===== src/rtl/y86_fetch_unit_if.sv =====
// Fetch-unit bundle: next-PC strobe, byte-wide instruction-memory bus and
// the decoded-instruction valid/ready handshake toward decode/execute.
interface y86_fetch_unit_if #(parameter int ADDR_W = 16);
    logic              pc_valid;
    logic [ADDR_W-1:0] pc_in;
    logic [ADDR_W-1:0] imem_addr;
    logic              imem_rd;
    logic [7:0]        imem_data;
    logic              out_valid;
    logic              out_ready;
    logic [3:0]        icode;
    logic [3:0]        ifun;
    logic [3:0]        rA;
    logic [3:0]        rB;
    logic [63:0]       valC;
    logic [ADDR_W-1:0] valP;
    logic [2:0]        stat;
    logic [ADDR_W-1:0] pc_out;
    logic              busy;

    modport master (
        input  pc_valid, pc_in, imem_data, out_ready,
        output imem_addr, imem_rd, out_valid, icode, ifun, rA, rB, valC, valP,
               stat, pc_out, busy
    );

    modport slave (
        output pc_valid, pc_in, imem_data, out_ready,
        input  imem_addr, imem_rd, out_valid, icode, ifun, rA, rB, valC, valP,
               stat, pc_out, busy
    );
endinterface


===== src/rtl/y86_fetch_unit.sv =====
// Multi-cycle Y86-64 fetch: one instruction byte per cycle from a byte-wide
// synchronous memory, assembled into icode/ifun/rA/rB/valC/valP.
module y86_fetch_unit #(
    parameter int                ADDR_W    = 16,
    parameter int                MEM_BYTES = 65536,
    parameter logic [ADDR_W-1:0] RESET_PC  = '0
) (
    input  logic             CLK,
    input  logic             RESET,
    y86_fetch_unit_if.master bus
);
    localparam logic [2:0] S_AOK = 3'd1;
    localparam logic [2:0] S_HLT = 3'd2;
    localparam logic [2:0] S_ADR = 3'd3;
    localparam logic [2:0] S_INS = 3'd4;

    typedef enum logic [1:0] {IDLE, FETCH, DONE, HALTED} state_t;

    state_t            state, nstate;
    logic [ADDR_W-1:0] pc_r, valp_r;
    logic [3:0]        cnt, icode_r, ifun_r, ra_r, rb_r;
    logic [63:0]       valc_r;
    logic [2:0]        stat_r;

    logic [3:0]        cur_icode, len;
    logic [2:0]        vc_idx;
    logic [ADDR_W:0]   addr_sum;
    logic              addr_err, need_rd, last, fetch_err, start;

    function automatic logic [3:0] ilen(input logic [3:0] ic);
        case (ic)
            4'h2, 4'h6, 4'hA, 4'hB: ilen = 4'd2;
            4'h7, 4'h8:             ilen = 4'd9;
            4'h3, 4'h4, 4'h5:       ilen = 4'd10;
            default:                ilen = 4'd1;
        endcase
    endfunction

    function automatic logic has_regs(input logic [3:0] ic);
        has_regs = (ic >= 4'h2 && ic <= 4'h6) || ic == 4'hA || ic == 4'hB;
    endfunction

    function automatic logic is_jc(input logic [3:0] ic);
        is_jc = (ic == 4'h7) || (ic == 4'h8);
    endfunction

    function automatic logic is_mc(input logic [3:0] ic);
        is_mc = (ic >= 4'h3) && (ic <= 4'h5);
    endfunction

    // cnt counts FETCH cycles; in cycle k>=1 imem_data carries byte k-1.
    // The length is only known once byte 0 is on the bus (cnt==1).
    always_comb begin
        cur_icode = (cnt == 4'd1) ? bus.imem_data[7:4] : icode_r;
        len       = ilen(cur_icode);
        addr_sum  = {1'b0, pc_r} + (ADDR_W+1)'(cnt);
        addr_err  = addr_sum[ADDR_W] || (32'(addr_sum) >= 32'(MEM_BYTES));
        need_rd   = (cnt == 4'd0) || (cnt < len);
        last      = (cnt != 4'd0) && (cnt == len);
        fetch_err = need_rd && addr_err;
        vc_idx    = is_jc(icode_r) ? 3'(cnt - 4'd2) : 3'(cnt - 4'd3);
    end

    always_ff @(posedge CLK) begin
        if (RESET) state <= FETCH;
        else       state <= nstate;
    end

    always_comb begin
        nstate = state;
        case (state)
            IDLE:    if (bus.pc_valid) nstate = FETCH;
            FETCH:   if (last || fetch_err) nstate = DONE;
            DONE:    if (bus.out_ready) begin
                         if (stat_r != S_AOK)   nstate = HALTED;
                         else if (bus.pc_valid) nstate = FETCH;
                         else                   nstate = IDLE;
                     end
            default: nstate = HALTED;
        endcase
    end

    assign start = (nstate == FETCH) && (state != FETCH);

    always_ff @(posedge CLK) begin
        if (RESET || start) begin
            pc_r    <= RESET ? RESET_PC : bus.pc_in;
            cnt     <= 4'd0;
            icode_r <= 4'h0;
            ifun_r  <= 4'h0;
            ra_r    <= 4'hF;
            rb_r    <= 4'hF;
            valc_r  <= 64'd0;
            valp_r  <= '0;
            stat_r  <= S_AOK;
        end else if (state == FETCH) begin
            cnt <= cnt + 4'd1;
            if (cnt == 4'd1) begin
                icode_r <= bus.imem_data[7:4];
                ifun_r  <= bus.imem_data[3:0];
            end
            if (cnt == 4'd2 && has_regs(icode_r)) begin
                ra_r <= bus.imem_data[7:4];
                rb_r <= bus.imem_data[3:0];
            end
            if ((is_jc(icode_r) && cnt >= 4'd2) || (is_mc(icode_r) && cnt >= 4'd3))
                valc_r[{vc_idx, 3'b000} +: 8] <= bus.imem_data;
            if (fetch_err) begin
                stat_r <= S_ADR;
            end else if (last) begin
                valp_r <= pc_r + ADDR_W'(len);
                stat_r <= (cur_icode > 4'hB) ? S_INS :
                          (cur_icode == 4'h0) ? S_HLT : S_AOK;
            end
        end
    end

    // A read is never issued past the last byte or onto a bad address.
    always_comb begin
        bus.out_valid = (state == DONE);
        bus.busy      = (state == FETCH);
        bus.imem_rd   = (state == FETCH) && !RESET && need_rd && !addr_err;
        bus.imem_addr = (state == FETCH) ? addr_sum[ADDR_W-1:0] : pc_r;
    end

    assign bus.icode  = icode_r;
    assign bus.ifun   = ifun_r;
    assign bus.rA     = ra_r;
    assign bus.rB     = rb_r;
    assign bus.valC   = valc_r;
    assign bus.valP   = valp_r;
    assign bus.stat   = stat_r;
    assign bus.pc_out = pc_r;
endmodule

===== src/flat_wrapper.sv =====
// flat-port wrapper written by rule: the top's interface ports become plain ports
module y86_fetch_unit_flat 
#(
    parameter int                ADDR_W    = 16,
    parameter int                MEM_BYTES = 65536,
    parameter logic [ADDR_W-1:0] RESET_PC  = '0
)
  (CLK, RESET, bus_pc_valid, bus_pc_in, bus_imem_data, bus_out_ready, bus_imem_addr, bus_imem_rd, bus_out_valid, bus_icode, bus_ifun, bus_rA, bus_rB, bus_valC, bus_valP, bus_stat, bus_pc_out, bus_busy);
  y86_fetch_unit_if #(.ADDR_W(ADDR_W)) bus_i ();
  input  logic CLK;
  input  logic RESET;
  input wire logic [$bits(bus_i.pc_valid)-1:0] bus_pc_valid;
  input wire logic [$bits(bus_i.pc_in)-1:0] bus_pc_in;
  input wire logic [$bits(bus_i.imem_data)-1:0] bus_imem_data;
  input wire logic [$bits(bus_i.out_ready)-1:0] bus_out_ready;
  output wire logic [$bits(bus_i.imem_addr)-1:0] bus_imem_addr;
  output wire logic [$bits(bus_i.imem_rd)-1:0] bus_imem_rd;
  output wire logic [$bits(bus_i.out_valid)-1:0] bus_out_valid;
  output wire logic [$bits(bus_i.icode)-1:0] bus_icode;
  output wire logic [$bits(bus_i.ifun)-1:0] bus_ifun;
  output wire logic [$bits(bus_i.rA)-1:0] bus_rA;
  output wire logic [$bits(bus_i.rB)-1:0] bus_rB;
  output wire logic [$bits(bus_i.valC)-1:0] bus_valC;
  output wire logic [$bits(bus_i.valP)-1:0] bus_valP;
  output wire logic [$bits(bus_i.stat)-1:0] bus_stat;
  output wire logic [$bits(bus_i.pc_out)-1:0] bus_pc_out;
  output wire logic [$bits(bus_i.busy)-1:0] bus_busy;
  assign bus_i.pc_valid = bus_pc_valid;
  assign bus_i.pc_in = bus_pc_in;
  assign bus_i.imem_data = bus_imem_data;
  assign bus_i.out_ready = bus_out_ready;
  assign bus_imem_addr = bus_i.imem_addr;
  assign bus_imem_rd = bus_i.imem_rd;
  assign bus_out_valid = bus_i.out_valid;
  assign bus_icode = bus_i.icode;
  assign bus_ifun = bus_i.ifun;
  assign bus_rA = bus_i.rA;
  assign bus_rB = bus_i.rB;
  assign bus_valC = bus_i.valC;
  assign bus_valP = bus_i.valP;
  assign bus_stat = bus_i.stat;
  assign bus_pc_out = bus_i.pc_out;
  assign bus_busy = bus_i.busy;
  y86_fetch_unit #(.ADDR_W(ADDR_W), .MEM_BYTES(MEM_BYTES), .RESET_PC(RESET_PC)) u_core (.CLK(CLK), .RESET(RESET), .bus(bus_i));
endmodule

===== config.mk =====
export PLATFORM = sky130hd
export DESIGN_NAME = y86_fetch_unit_flat
export DESIGN_NICKNAME = d
export VERILOG_FILES = /design/src/rtl/y86_fetch_unit_if.sv /design/src/rtl/y86_fetch_unit.sv /design/src/flat_wrapper.sv
export SDC_FILE = /design/constraint.sdc
export NUM_CORES = 1
export LEC_CHECK = 0
export BUFFER_PORTS_ARGS = -buffer_cell sky130_fd_sc_hd__buf_2
export CORE_AREA = 2 2 109 111
export CTS_CLUSTER_SIZE = 28
export DETAILED_ROUTE_END_ITERATION = 6
export DIE_AREA = 0 0 111 113
export MAX_ROUTING_LAYER = met4
export PLACE_DENSITY = 0.87
export SETUP_SLACK_MARGIN = 0.1
export SYNTH_ARGS = -nofsm -noshare
export SYNTH_HDL_FRONTEND = slang
export SYNTH_SLANG_ARGS = --single-unit

===== constraint.sdc =====
create_clock -name CLK -period 3.8 [get_ports CLK]
set_input_delay 0.19 -clock CLK [delete_from_list [all_inputs] [get_ports CLK]]
set_output_delay 0.19 -clock CLK [all_outputs]
set_load 0.02 [all_outputs]

==> impl_metrics.tcl, run 1 <==
set metrics [dict create \
    clock_latency_ns 0.41 \
    drt-vias-per-instance 5.557 \
    nets 815 \
    grt_antenna_before_repair 0 \
    synth.avg_cell_area_um2 9.342 \
    rsz0062_at_grt "false" \
    switching_share_pct 40.01 \
    ir_drop_v 0.0007294 \
    drt-initial-drc-count 347 \
    grt_pass1_wl_mm 25.23 \
    fin_util_pct 64.59 \
    synth-async-reset-ratio_pct 0 \
    synth_area_um2 5764 \
    die_w_um 111 \
    hold_class "in -> reg" \
    period_needed_ns 3.408 \
    ys_seq_area_share_pct 44.80 \
    ys_ff_latch 121 \
    p_seq_share_pct 31.4 \
    p_leak_nw 3.284 \
    dieArea_um2 12540 \
    worst_slew_pin_slew_ns 1.031 \
    required_ns 3.61 \
    place_congestion 0.9076 \
    cp-end-kind "primary output" \
    rows 39 \
    final_max_slew_viol_count 0 \
    cp.arrival_ns 3.22 \
    synth_edf_count 16 \
    post-route-drc-count 0 \
    diodes 0 \
    yosysWarnings 0 \
    seq_area_um2 2585 \
    cts_root_buf "clkbuf_16" \
    path_max_fanout 12 \
    ios 162 \
    core_um2 11270 \
    start_kind "flip-flop" \
    num_vias 5135 \
    port-buffer-count 161 \
    crit_type "reg -> out" \
    cts_buffers 17 \
    wirelength_mm 15.59 \
    status "completed" \
    internal_power_mw 3.191 \
    synth.area.top_cells "dfxtp_1, mux2i_1, edfxtp_1, nand2_1, ha_1" \
    synth_common_cells "dfxtp_1, nand2_1, mux2i_1, nor2_1, a21oi_1" \
    multi_input_area_um2 3004 \
    cts.path.max_buffers 2 \
    cts_tree "built" \
    switchingPower_mw 2.128 \
    setup_tns_ns 0 \
    routedWlPerCell_um 16.87 \
    clock-sinks 121 \
    die_y_um 113 \
    drive_above_1_share_pct 28.43 \
    clock_skew_ns 0.007191 \
    dp_hpwl_mm 10.83 \
    hold_violations 0 \
    holdPathStages 2 \
    first_global_vias 4987 \
    pwr-share-clk_pct 30.4 \
    yosysMostFrequentCell "dfxtp_1" \
    grt_start_max_net_pins 59 \
    area_delta_synth_final_pct 26.31 \
    syn_nets 664 \
    drv_cap 0 \
    start_util_pct 51.14 \
    setup_viol 0 \
    htreeDepth 4 \
    synth_top_area_share_pct 36.47 \
    fillCellCount 875 \
    synth.distinct_cells 59 \
    synth_ff_type "dfxtp_1" \
    grt_usage_pct 25.86 \
    synth_top_area_cell "dfxtp_1" \
    worst-r2r-cell-count 9 \
    fmax_mhz 293.4 \
    cts_setup_buffers 0 \
    clk_pin_slew_worst_paths_ns 0.06 \
    power_density_nw_per_um2 730.6 \
    combPwrFrac_pct 38.2 \
    first_pass_iters 5 \
    ant_nets 0 \
    slew_headroom_pct 31.17 \
    syn_inst 617 \
    grt_overflow 0 \
    hold_buffers 0 \
    period_share_pct 89.69 \
]
-- critical path: stages, from the launching register on --
cell       delay (ns)
dfxtp_2          0.48
ha_1             0.19
nor3b_2          0.25
buf_4            0.24
mux2_2           0.35
ha_1             0.21
a2111oi_2        0.46
or2_2            0.20
nand2_1          0.05
nor3_1           0.17
buf_2            0.20
-- what timing repair did --
action,CTS,global route
setup endpoints to repair,1,1
hold endpoints to repair,0,0
resized for setup,2,2
-- stage by stage --
stage	setup WS, ns	hold slack [ns]	std cells	instance area, µm²	total power, mW
floorplan	0.4655	0.3187	617	5764	3.099
finish	0.3917	0.07049	924	7281	5.319
global route	0.2260	0.06082	924	7281	5.608
detailed placement	0.1861	0.4444	892	6681	3.660
CTS	0.2277	0.05256	924	7278	5.307
global placement	0.4046	0.4387	892	6681	3.623
-- logic make-up (layout without fill, tap and decap cells) --
kind of cell / Yosys count / count (layout) / share of synthesized area, %
and+or+nand+nor: 222 / 222 / 18.17
DFF: 121 / 121 / 44.80
AOI/OAI and AO/OA: 101 / 101 / 12.13
muxes: 69 / 69 / 12.03
buffers and inverters: 52 / 216 / 3.473
xor gates and xnor gates: 33 / 33 / 5.014
adders and majority gates: 19 / 19 / 4.385
-- final cells by class --
class / instances / area share (%)
Multi-Input combinational cell: 444 / 41.26
Clock buffer: 17 / 5.843
Sequential cell: 121 / 35.50
Inverter: 15 / 0.7733
Timing Repair Buffer: 169 / 11.89
Tap cell: 143 / 2.457
Clock inverter: 15 / 2.268
-- flip-flops by register name, indices dropped and copies added (netlist names), 4 cells and up --
name               flops
u_core.bus.rB          4
u_core.bus.rA          4
u_core.bus.valP       16
u_core.bus.valC       64
u_core.bus.ifun        4
u_core.bus.icode       4
u_core.bus.pc_out     16
u_core.cnt             4
-- power groups by stage --
stage                     Sequential [mW]  Combinational (mW)  Clock, mW
after CTS                            1.66                2.01       1.63
after global placement               1.68                1.94          0
after detailed placement             1.68                1.98          0
final                                1.67                2.03       1.62
after global routing                 1.69                2.22       1.69
after floorplan                      1.79                1.31          0
-- worst paths after layout --
path | from | to | slack (ns)
max reg2reg | u_core.bus.icode[3] | u_core.bus.valC[59] | 0.57
max | u_core.cnt[0] | bus_imem_rd | 0.39
min | bus_pc_in[13] | u_core.bus.pc_out[13] | 0.07
min reg2reg | u_core.bus.ifun[0] | u_core.bus.ifun[0] | 0.45
-- metal layers --
layer | share of wire [%] | routed length (µm) | track usage (%) | vias to the layer above
met5 | 0 | 0 | - | -
met4 | 2.2 | 336 | 8.417 | 0
met3 | 6.6 | 1032 | 6.642 | 32
met2 | 47 | 7380 | 40.33 | 214
met1 | 44 | 6837 | 33.17 | 2431
li1 | - | - | - | 2458
-- cell usage in the layout (no fill, tap or decap), types with 13 or more instances in the layout --
cell,instances
nor2_1,48
dfxtp_1,103
ha_1,17
nand2_1,83
a21oi_1,40
clkbuf_16,17
buf_2,161
nor2b_1,17
nor3_1,14
xnor2_1,23
edfxtp_1,16
a211oi_1,14
mux2i_1,67
nand3_1,27
inv_1,13
No activity file was read; power rests on OpenSTA's default activity.
==> run 2, diff against run 1 <==
RECOVER_POWER = 50   (was default)
==> run 2 against run 1 <==
Via count fell by 0.53%. Final area fell by 2.2%. The run now ends with max-capacitance violations, max-slew violations left. Critical path type unchanged. Highest routed layer unchanged. Largest power group unchanged. Setup slack got worse by 0.0067 ns.
==> impl_metrics.tcl, run 2 (synthesis results as in run 1) <==
set metrics [dict create \
    met3_usage_pct 6.642 \
    fmax_mhz 292.8 \
    pwr-share-clk_pct 30.6 \
    die_y_um 113 \
    clk_pin_slew_worst_paths_ns 0.06 \
    internal_power_mw 3.151 \
    cts.path.max_buffers 2 \
    num_vias 5108 \
    ant_nets 0 \
    layout_setup_ws_ns 0.3850 \
    htreeDepth 4 \
    grt_usage_pct 25.86 \
    clock_latency_ns 0.42 \
    routedWlPerCell_um 16.87 \
    core_um2 11270 \
    setup_tns_ns 0 \
    period_needed_ns 3.415 \
    first_pass_iters 6 \
    setup_viol 0 \
    rr_endpoint "u_core.bus.valC[59]" \
    fillCellCount 954 \
    drive_above_1_share_pct 13.19 \
    period_share_pct 89.87 \
    fin_util_pct 63.19 \
    grtUsageMet1_pct 33.17 \
    largest_reg_flops 64 \
    p_seq_share_pct 31.7 \
    worst-r2r-setup-slack_ns 0.57 \
    start_util_pct 51.14 \
    total_power_mw 5.279 \
    cts_root_buf "clkbuf_16" \
    diodes 0 \
    grt_pass1_wl_mm 25.23 \
    dp_hpwl_mm 10.83 \
    r2r_start "u_core.bus.icode[2]" \
    p_leak_nw 2.823 \
    path_max_fanout 12 \
    worst-r2r-cell-count 9 \
    hold_buffers 0 \
    place_inst 892 \
    wirelength_mm 15.59 \
    clock_skew_ns 0.007148 \
    status "finished with violations" \
    power_density_nw_per_um2 741.2 \
    final_common_cell "clkbuf_1" \
    ir_drop_v 0.0007264 \
    crit_buf_inv 3 \
    hold_violations 0 \
    layout_common_cells "clkbuf_1, dfxtp_1, nand2_1" \
    cpMostUsedCell "ha_1" \
    dieArea_um2 12540 \
    cp_cell_sequence "inv_1, ha_1, nor3b_2, buf_4, mux2_2, ha_1, a2111oi_2, or2_2, nand2_1, nor3_1, buf_2" \
    hold_class "in -> reg" \
    drt-vias-per-instance 5.528 \
    met2_usage_pct 40.33 \
    clock-sinks 121 \
    drv_cap 1 \
    violations "max-capacitance violations, max-slew violations" \
    nets 815 \
    holdPathStages 2 \
    crit_type "reg -> out" \
    cp_top_family "simple AND/OR/NAND/NOR gates" \
    required_ns 3.61 \
    critical_path_cell_count 11 \
    rows 39 \
    place_ws_ns 0.1861 \
    worst_slew_pin_slew_ns 1.841 \
    post-route-drc-count 0 \
    first_global_vias 4987 \
    grt-busiest-layer "met2" \
    grt_antenna_before_repair 0 \
    die_w_um 111 \
    place_congestion 0.9076 \
    min-delay-start "bus_pc_in[13]" \
    ios 162 \
    cts_buffers 17 \
    drt-initial-drc-count 419 \
    slew_headroom_pct -22.85 \
    rsz0062_at_grt "false" \
    grt_overflow 0 \
    start_kind "flip-flop" \
    cp-end-kind "primary output" \
    combPwrFrac_pct 37.6 \
    switching_share_pct 40.31 \
    area_delta_synth_final_pct 23.57 \
    switchingPower_mw 2.128 \
    final_max_slew_viol_count 57 \
    grt_start_max_net_pins 59 \
    crit_slowest_cell "a2111oi_2" \
    slowest_delay_ns 0.46 \
    cp.arrival_ns 3.22 \
    cts_tree "built" \
    port-buffer-count 161 \
    min_to "u_core.bus.pc_out[13]" \
    final_cell_count_no_fill 924 \
]
==> run 2: cell types whose count changed in the layout (fill, tap and decap cells not counted) <==
cell / before / now
inv_2: 2 / 1
buf_2: 161 / 44
clkbuf_1: 0 / 117
inv_1: 13 / 14
a21oi_4: 1 / 0
a21oi_1: 40 / 41
==> run 2: power by group through the flow <==
stage	combinational [mW]	sequential (mW)	clock [mW]
after global placement	1.94	1.68	0
final	1.99	1.67	1.62
after CTS	2.01	1.66	1.63
after floorplan	1.31	1.79	0
after global routing	2.18	1.70	1.69
after detailed placement	1.98	1.68	0
==> run 2: worst max path at each step <==
stage                             start            endpoint  slack, ns
after floorplan           u_core.cnt[1]         bus_imem_rd       0.47
after global placement    u_core.cnt[0]  u_core.bus.stat[1]       0.40
after detailed placement  u_core.cnt[0]  u_core.bus.stat[1]       0.19
after CTS                 u_core.cnt[0]         bus_imem_rd       0.23
after global routing      u_core.cnt[1]         bus_imem_rd       0.22
final                     u_core.cnt[1]         bus_imem_rd       0.39
==> run 2: per-stage QoR <==
stage	hold WS, ns	area [µm²]
after floorplan	0.3187	5764
after global placement	0.4387	6681
after detailed placement	0.4444	6681
after CTS	0.05256	7278
after global routing	0.06082	7123
final	0.06545	7123
==> run 2: what timing repair did <==
item | 4_1_cts | 5_1_grt
buffers inserted | 0 | 0
endpoints found under the setup margin | 1 | 1
gates resized for setup | 2 | 2
==> run 2: layout make-up <==
class | instances | area, µm² | area share (%)
timing repair buffer | 169 | 719.4 | 10.10
inverter | 15 | 56.30 | 0.7904
tap | 143 | 178.9 | 2.512
clock inverter | 15 | 165.2 | 2.319
clock buffer | 17 | 425.4 | 5.972
sequential | 121 | 2585 | 36.29
multi-input combinational | 444 | 2993 | 42.02
==> run 2: per-layer routing <==
metal | vias to the layer above | share of wire (%)
met5 | - | 0
met1 | 2412 | 44
met3 | 29 | 6.4
met2 | 209 | 47
li1 | 2458 | -
met4 | 0 | 2.0
